File: src/rtl/instr_sequencer.sv
// instr_sequencer: multi-cycle fetch/execute control FSM sharing one memory port; optional SINGLE_STEP_EN adds a step input
module instr_sequencer #(
    parameter int TIMEOUT_CYCLES = 15,
    parameter int CNT_W = 16
) (
    input  logic             clk,
    input  logic             rst_n,
    input  logic [3:0]       opcode,
    input  logic             Z,
    input  logic             mem_rdy,
    input  logic             halt_req,
`ifdef SINGLE_STEP_EN
    input  logic             step,
`endif
    output logic             mem_req,
    output logic [1:0]       PS,
    output logic             IL,
    output logic             MB,
    output logic [3:0]       FS,
    output logic             MD,
    output logic             RW,
    output logic             MM,
    output logic             MW,
    output logic             halted,
    output logic             err,
    output logic [CNT_W-1:0] retired
);
    localparam int WW = (TIMEOUT_CYCLES < 2) ? 1 : $clog2(TIMEOUT_CYCLES + 1);
    localparam logic [WW-1:0] TO = WW'(TIMEOUT_CYCLES);
    typedef enum logic [2:0] {FETCH, EXEC, MEM, HALT, ERR} state_t;
    state_t state_q, state_d;
    logic [WW-1:0] wait_q, wait_d, wait_inc;
    logic [CNT_W-1:0] retired_q, retired_d;
    logic retire, free, resume, timeout, load;
    assign retired = retired_q;
    assign load = opcode == 4'b1001;
    assign wait_inc = (wait_q == '1) ? wait_q : wait_q + 1'b1;
    assign timeout = (TIMEOUT_CYCLES != 0) && (wait_q == TO) && !mem_rdy;
`ifdef SINGLE_STEP_EN
    logic shot_q, shot_d;
    assign free = step || shot_q;
    assign resume = step;
    // one-instruction permit granted by a step out of HALT, dropped when that instruction retires
    always_comb shot_d = (state_q == HALT && state_d == FETCH) ? 1'b1 : retire ? 1'b0 : shot_q;
    // permit register
    always_ff @(posedge clk or negedge rst_n) begin
        if (!rst_n) shot_q <= 1'b0;
        else shot_q <= shot_d;
    end
`else
    assign free = 1'b1;
    assign resume = 1'b1;
`endif
    // next state, wait/retire counters and datapath control decode; outputs forced low during reset
    always_comb begin
        state_d = state_q;
        wait_d = wait_q;
        retire = 1'b0;
        mem_req = 1'b0;
        PS = 2'b00;
        IL = 1'b0;
        MB = 1'b0;
        FS = 4'b0000;
        MD = 1'b0;
        RW = 1'b0;
        MM = 1'b0;
        MW = 1'b0;
        halted = 1'b0;
        err = 1'b0;
        case (state_q)
            FETCH: begin
                if (wait_q == '0 && (halt_req || !free)) state_d = HALT;
                else begin
                    mem_req = 1'b1;
                    MM = 1'b1;
                    IL = mem_rdy;
                    state_d = mem_rdy ? EXEC : timeout ? ERR : FETCH;
                    wait_d = mem_rdy ? '0 : wait_inc;
                end
            end
            EXEC: begin
                FS = opcode;
                if (opcode == 4'b1001 || opcode == 4'b1010) state_d = MEM;
                else begin
                    state_d = FETCH;
                    retire = 1'b1;
                    RW = !opcode[3] || opcode == 4'b1000;
                    MB = opcode == 4'b1000;
                    PS = (opcode == 4'b1111) ? 2'b11 :
                         (opcode == 4'b1110) ? 2'b10 :
                         (opcode == 4'b1011) ? (Z ? 2'b10 : 2'b01) :
                         (opcode == 4'b1100) ? (Z ? 2'b01 : 2'b10) : 2'b01;
                end
            end
            MEM: begin
                mem_req = 1'b1;
                FS = opcode;
                MD = load;
                MW = !load;
                RW = load && mem_rdy;
                PS = mem_rdy ? 2'b01 : 2'b00;
                retire = mem_rdy;
                state_d = mem_rdy ? FETCH : timeout ? ERR : MEM;
                wait_d = mem_rdy ? '0 : wait_inc;
            end
            HALT: begin
                halted = 1'b1;
                state_d = (!halt_req && resume) ? FETCH : HALT;
            end
            ERR: err = 1'b1;
            default: state_d = ERR;
        endcase
        retired_d = retired_q + CNT_W'(retire);
        if (!rst_n) {mem_req, PS, IL, MB, FS, MD, RW, MM, MW, halted, err} = '0;
    end
    // state and counter registers
    always_ff @(posedge clk or negedge rst_n) begin
        if (!rst_n) begin
            state_q <= FETCH;
            wait_q <= '0;
            retired_q <= '0;
        end else begin
            state_q <= state_d;
            wait_q <= wait_d;
            retired_q <= retired_d;
        end
    end
endmodule

File: config.mk
export PLATFORM = sky130hd
export DESIGN_NAME = instr_sequencer
export DESIGN_NICKNAME = d
export VERILOG_FILES = /design/src/rtl/instr_sequencer.sv
export SDC_FILE = /design/constraint.sdc
export NUM_CORES = 1
export LEC_CHECK = 0
export BUFFER_PORTS_ARGS = -buffer_cell sky130_fd_sc_hd__buf_2
export CAP_MARGIN = 5
export CORE_ASPECT_RATIO = 0.5
export CORE_MARGIN = 4
export CORE_UTILIZATION = 40
export CTS_CLUSTER_DIAMETER = 120
export DETAILED_ROUTE_END_ITERATION = 10
export PLACE_DENSITY_LB_ADDON = 0.15
export SYNTH_ARGS = -nofsm -noshare
export SYNTH_HDL_FRONTEND = slang
export SYNTH_SLANG_ARGS = --single-unit
File: constraint.sdc
create_clock -name clk -period 4.9 [get_ports clk]
set_input_delay 0 -clock clk [delete_from_list [all_inputs] [get_ports clk]]
set_output_delay 0 -clock clk [all_outputs]
set_load 0.05 [all_outputs]
* Word level (Yosys, flattened, before mapping)
Cells that the tools add are included.
** Storage, ports and cells
- Register bits after elaboration :: 23
- Input port bits :: 9
- Word-level logic and storage cells :: 79
** Cells by class
- $add $sub $neg :: 2
- Eq/ne operators :: 13
- Multiplexer cells :: 48
- Reduce and logical (&&, ||, !) cells :: 13
** Operator list (number)
- 4-bit equality test (second input constant) :: 8
- 1-bit 2-to-1 mux :: 22
- 2-bit 2-to-1 mux :: 10
- 4-bit 2-to-1 mux :: 5
- 16-bit by 1-bit adder with 16-bit output :: 1
- 3-bit 2-to-1 mux :: 5
- 3-bit case mux with 5 select lines :: 1
- 4-bit case mux with 2 select lines :: 1
- 3-bit by 2-bit equality test with 1-bit output (second input constant) :: 2
- 1-bit case mux with 2 select lines :: 3
- 4-bit by 1-bit adder with 4-bit output (second input constant) :: 1
- 4-bit zero test :: 1
- 2-bit case mux with 2 select lines :: 1
- 3-bit by 1-bit equality test with 1-bit output (second input constant) :: 1
- 3-bit equality test (second input constant) :: 1
- 1-bit logical AND :: 3
- 1-bit zero test :: 3
- 3-bit zero test :: 1
- 1-bit logical OR :: 2
- 2-bit != test (second input constant) :: 1
- 2-bit AND reduction :: 1
- 2-bit nonzero test :: 1
- 2-bit OR reduction :: 1

* Longest topological paths before layout
- Depth in word-level cells :: 8
- Mapped depth :: 9
- Mapped depth without buffers :: 8

* Worst setup path after synthesis
Ideal clock, no wire load.
- Kind :: register to output
- Start :: register state_q[0]
- End :: output IL
- Arrival time :: 2544 ps
- Data required time :: 4900 ps
- Setup slack :: 2356 ps
- Cell stages (with the launch flop) :: 6
- Path buffers :: 1
- Path through :: dfrtp_1 > buf_2 > nor2_1 > nand2_1 > nor3_1 > and2_1
** On the way
- Cells in the longest elaborated chain, start to end :: 3
** RTL lines
- from (decl) :: RTL line 31 : state_t state_q, state_d;
- from (signal assigned) :: RTL line 123 : state_q <= state_d;
- 3-bit zero test :: RTL line 70 : case (state_q)
- 1-bit 2-to-1 mux :: RTL line 70
- 1-bit 2-to-1 mux :: RTL line 114 : if (!rst_n) {mem_req, PS, IL, MB, FS, MD, RW, MM, MW, halted, err} = '0;
- to (decl) :: RTL line 17 : output logic IL,
No other way between the ends.

* Worst setup path in the final report
- Start :: register state_q[1]
- End :: register retired_q[14] (netlist: retired[14])
** On the way
- Cells in the longest elaborated chain, start to end :: 3
** RTL lines
- 3-bit by 2-bit equality test with 1-bit output or 3-bit by 1-bit equality test with 1-bit output (tied branches) :: RTL line 70
- 1-bit case mux with 2 select lines * :: RTL line 70
- 16-bit by 1-bit adder with 16-bit output * :: RTL line 113 : retired_d = retired_q + CNT_W'(retire);
- named net retired_d[14] :: RTL line 33 : logic [CNT_W-1:0] retired_q, retired_d;
- to (signal assigned) :: RTL line 125 : retired_q <= retired_d;
- to (decl) :: RTL line 33
The timed path passes the listed nets; every way through them passes the cells marked *.
A chain may end at the register's enable or synchronous reset.

==> flow_summary.yaml <==
clock_tree:
  clock-sinks: 23
  clk_path_buf_depth: 2
  ctsHtreeMaxLevel: 1
  clkTransAtPathRegs_ps: 80
  clk_latency_ps: 260
  cts_buffers: 3
  root_buffer: "clkbuf_8"
  cts_tree: "done"
logic_synthesis:
  seq_area_frac_synth_pct: 42.6
  synth_cells: 144
  synth_nets: 157
  yosysUniqueCellTypes: 40
  yosys.cell_count.top_type: "dfrtp_1"
  synthTopCellsByCount: "23 x dfrtp_1, 13 x nand2_1, 13 x nor2_1"
  yosys_warnings: 0
  yosysTopAreaCell: "dfrtp_1"
  synth-main-ff-cell: "dfrtp_1"
  synth_edf_count: 0
  synth.area.top_cells: "dfrtp_1 43%, xnor2_1 5.8%, xor2_1 4.5%, ha_1 3.7%, nand2_1 3.6%"
  ys_async_sr_fraction_pct: 100
  netlist_area_mm2: 0.00135
  avgSynthCellArea_um2: 9.39
  ys_ff_latch: 23
  yosysTopAreaCellShare_pct: 42.6
global_route:
  grt_antenna_before_repair: 0
  grt_remaining_overflow: 0
  grt_pass1_vias: 1023
  grt.total_usage_pct: 13.5
  grt_start_max_net_pins: 30
  grt_pass1_wl_um: 4950
placed_design:
  post-place-ws_ps: 2430
  dp.cells: 217
  numPortBuffers: 39
  place_congestion: 0.827
  placed_area_mm2: 0.00157
  hpwl_um: 2160
power:
  ir_drop_mv: 0.182
  seqPwrFrac_pct: 36.0
  power.switching_uw: 394
  internal-power_uw: 411
  swShare_pct: 49.0
  p_total_uw: 805
  power_frac_comb_pct: 49.6
  powerDensity_mw_per_mm2: 495
  p_leak_nw: 0.824
  pwr-share-clk_pct: 14.4
timing:
  worst_pin_slew_ps: 601
  max-slew-margin-rel_pct: 59.9
  fin_crit_ps: 2480
  setup_tns_ps: 0
  worst_slack_ps: 2420
  max_freq_mhz: 404
  fin_crit_sh_pct: 50.5
  clock_skew_ps: 4.85
  whs_ps: 46.0
  maxSlewViolCount: 0
  rsz0062_at_grt: "no"
  setup_violations: 0
  hold_violations: 0
drt:
  vias: 1152
  dr.pass1.iters: 4
  routed_wl_um: 2860
  drt_iter0_drc: 36
  drc: 0
  drt-vias-per-instance: 5.19
  ant_nets: 0
  route.detailed.wl_per_inst_um: 12.9
critical_path:
  crit_fanout: 12
  reg2regPathDepth: 8
  crit_path_start_kind: "flip-flop"
  required_ps: 5090
  critPathMaxStageDelay_ps: 510
  crit_path_end_kind: "flip-flop"
  critical_path_class: "reg -> reg"
  arrival_ps: 2670
  slowest_stage: "dfrtp_1"
  crit_chain: "nor3b_1 > o21ai_0 > nand2_1 > ha_1 > ha_1 > nand4_1 > nor4_1 > xor2_1"
  crit_top_cell: "ha_1"
run:
  maxCapViolCount: 0
final_layout:
  final_cells: 222
  drive_gt1_share_pct: 26.9
  fillers: 304
  areaGrowthSynthToFinish_pct: 20.2
  antennaDiodeCount: 0
  utilization_pct: 52.1
  stdcell_area_mm2: 0.00163
  final_nets: 196
floorplanning:
  dieWidth_um: 90.2
  initial_utilization_pct: 43.4
  io_pins: 40
  core_area_mm2: 0.00312
  die_y_um: 49.1
  die_area_mm2: 0.00443
  rows: 14
worst_hold_path:
  hold_depth: 2
  holdCritPathClass: "in -> reg"
run_status:
  status: "finished clean"
metal layers:
metal	wire [µm]	part of all wire [%]	vias up	GRT usage [%]
li1	-	-	579	-
met1	1520	53	537	19.5
met2	1120	39	34	18.9
met3	206	7.2	2	5.24
met4	19	0.66	0	3.05
met5	0	0	-	0
power by group through the flow:
stage                     sequential (mW)  clock (mW)  combinational, mW
after global routing                0.300       0.129              0.435
final                               0.290       0.116              0.399
after detailed placement            0.294           0              0.401
after global placement              0.292           0              0.399
after CTS                           0.290       0.121              0.402
after floorplan                     0.343           0              0.264
flip-flops by register name, summed over array words and instances, names as in the netlist:
name / count
retired: 16
wait_q: 4
state_q: 3
cells by family after synthesis:
logic type | Yosys count | synth area share (%)
XOR/XNOR | 16 | 10.4
buffers and inverters | 11 | 3.42
AND/OR/NAND/NOR | 68 | 28.5
AO/OA/AOI/OAI | 21 | 10.6
flip-flops | 23 | 42.6
adder cells (fa/ha/maj) | 4 | 3.70
multiplexers | 1 | 0.833
cell usage in the layout (no fill, tap or decap), types with 3 or more instances in the layout:
| cell type | instances |
|---|---|
| nand3_1 | 9 |
| and2_1 | 5 |
| inv_1 | 5 |
| nor2_1 | 13 |
| nor3b_1 | 4 |
| xnor2_1 | 9 |
| buf_2 | 39 |
| clkbuf_8 | 3 |
| o21ai_0 | 5 |
| a21oi_1 | 4 |
| ha_1 | 4 |
| and3_1 | 4 |
| xor2_1 | 7 |
| nand2_1 | 13 |
| nor3_1 | 4 |
| dfrtp_1 | 23 |
worst max-delay path, delay by kind of cell (launching register included):
family / cells / cell delay, ps
adder cells (fa/ha/maj): 2 / 440
AND/OR/NAND/NOR: 4 / 1070
flip-flops: 1 / 510
AO/OA/AOI/OAI: 1 / 210
XOR/XNOR: 1 / 170
final timing paths:
path                       slack [ps]          end        start
max in group asynchronous        4220  retired[13]        rst_n
setup / recovery                 2420  retired[14]   state_q[1]
hold reg to reg                   470  retired[15]  retired[15]
setup reg to reg                 2420  retired[14]   state_q[1]
hold / removal                     50    wait_q[1]      mem_rdy
min in group asynchronous         280  retired[11]        rst_n
what timing repair did:
action,in CTS,in global routing
hold buffers,1,0
gates resized for setup,0,0
buffers inserted,0,0
hold endpoints to repair,23,0
final cells by class:
| class | count | area [µm²] | area share [%] |
|---|---|---|---|
| Timing Repair Buffer | 40 | 205 | 12.6 |
| Sequential cell | 23 | 576 | 35.4 |
| Inverter | 5 | 18.8 | 1.15 |
| Multi-Input combinational cell | 110 | 731 | 45.0 |
| Tap cell | 40 | 50.0 | 3.08 |
| Clock buffer | 4 | 45.0 | 2.77 |
Note: power is estimated with default switching activity, not from simulation.
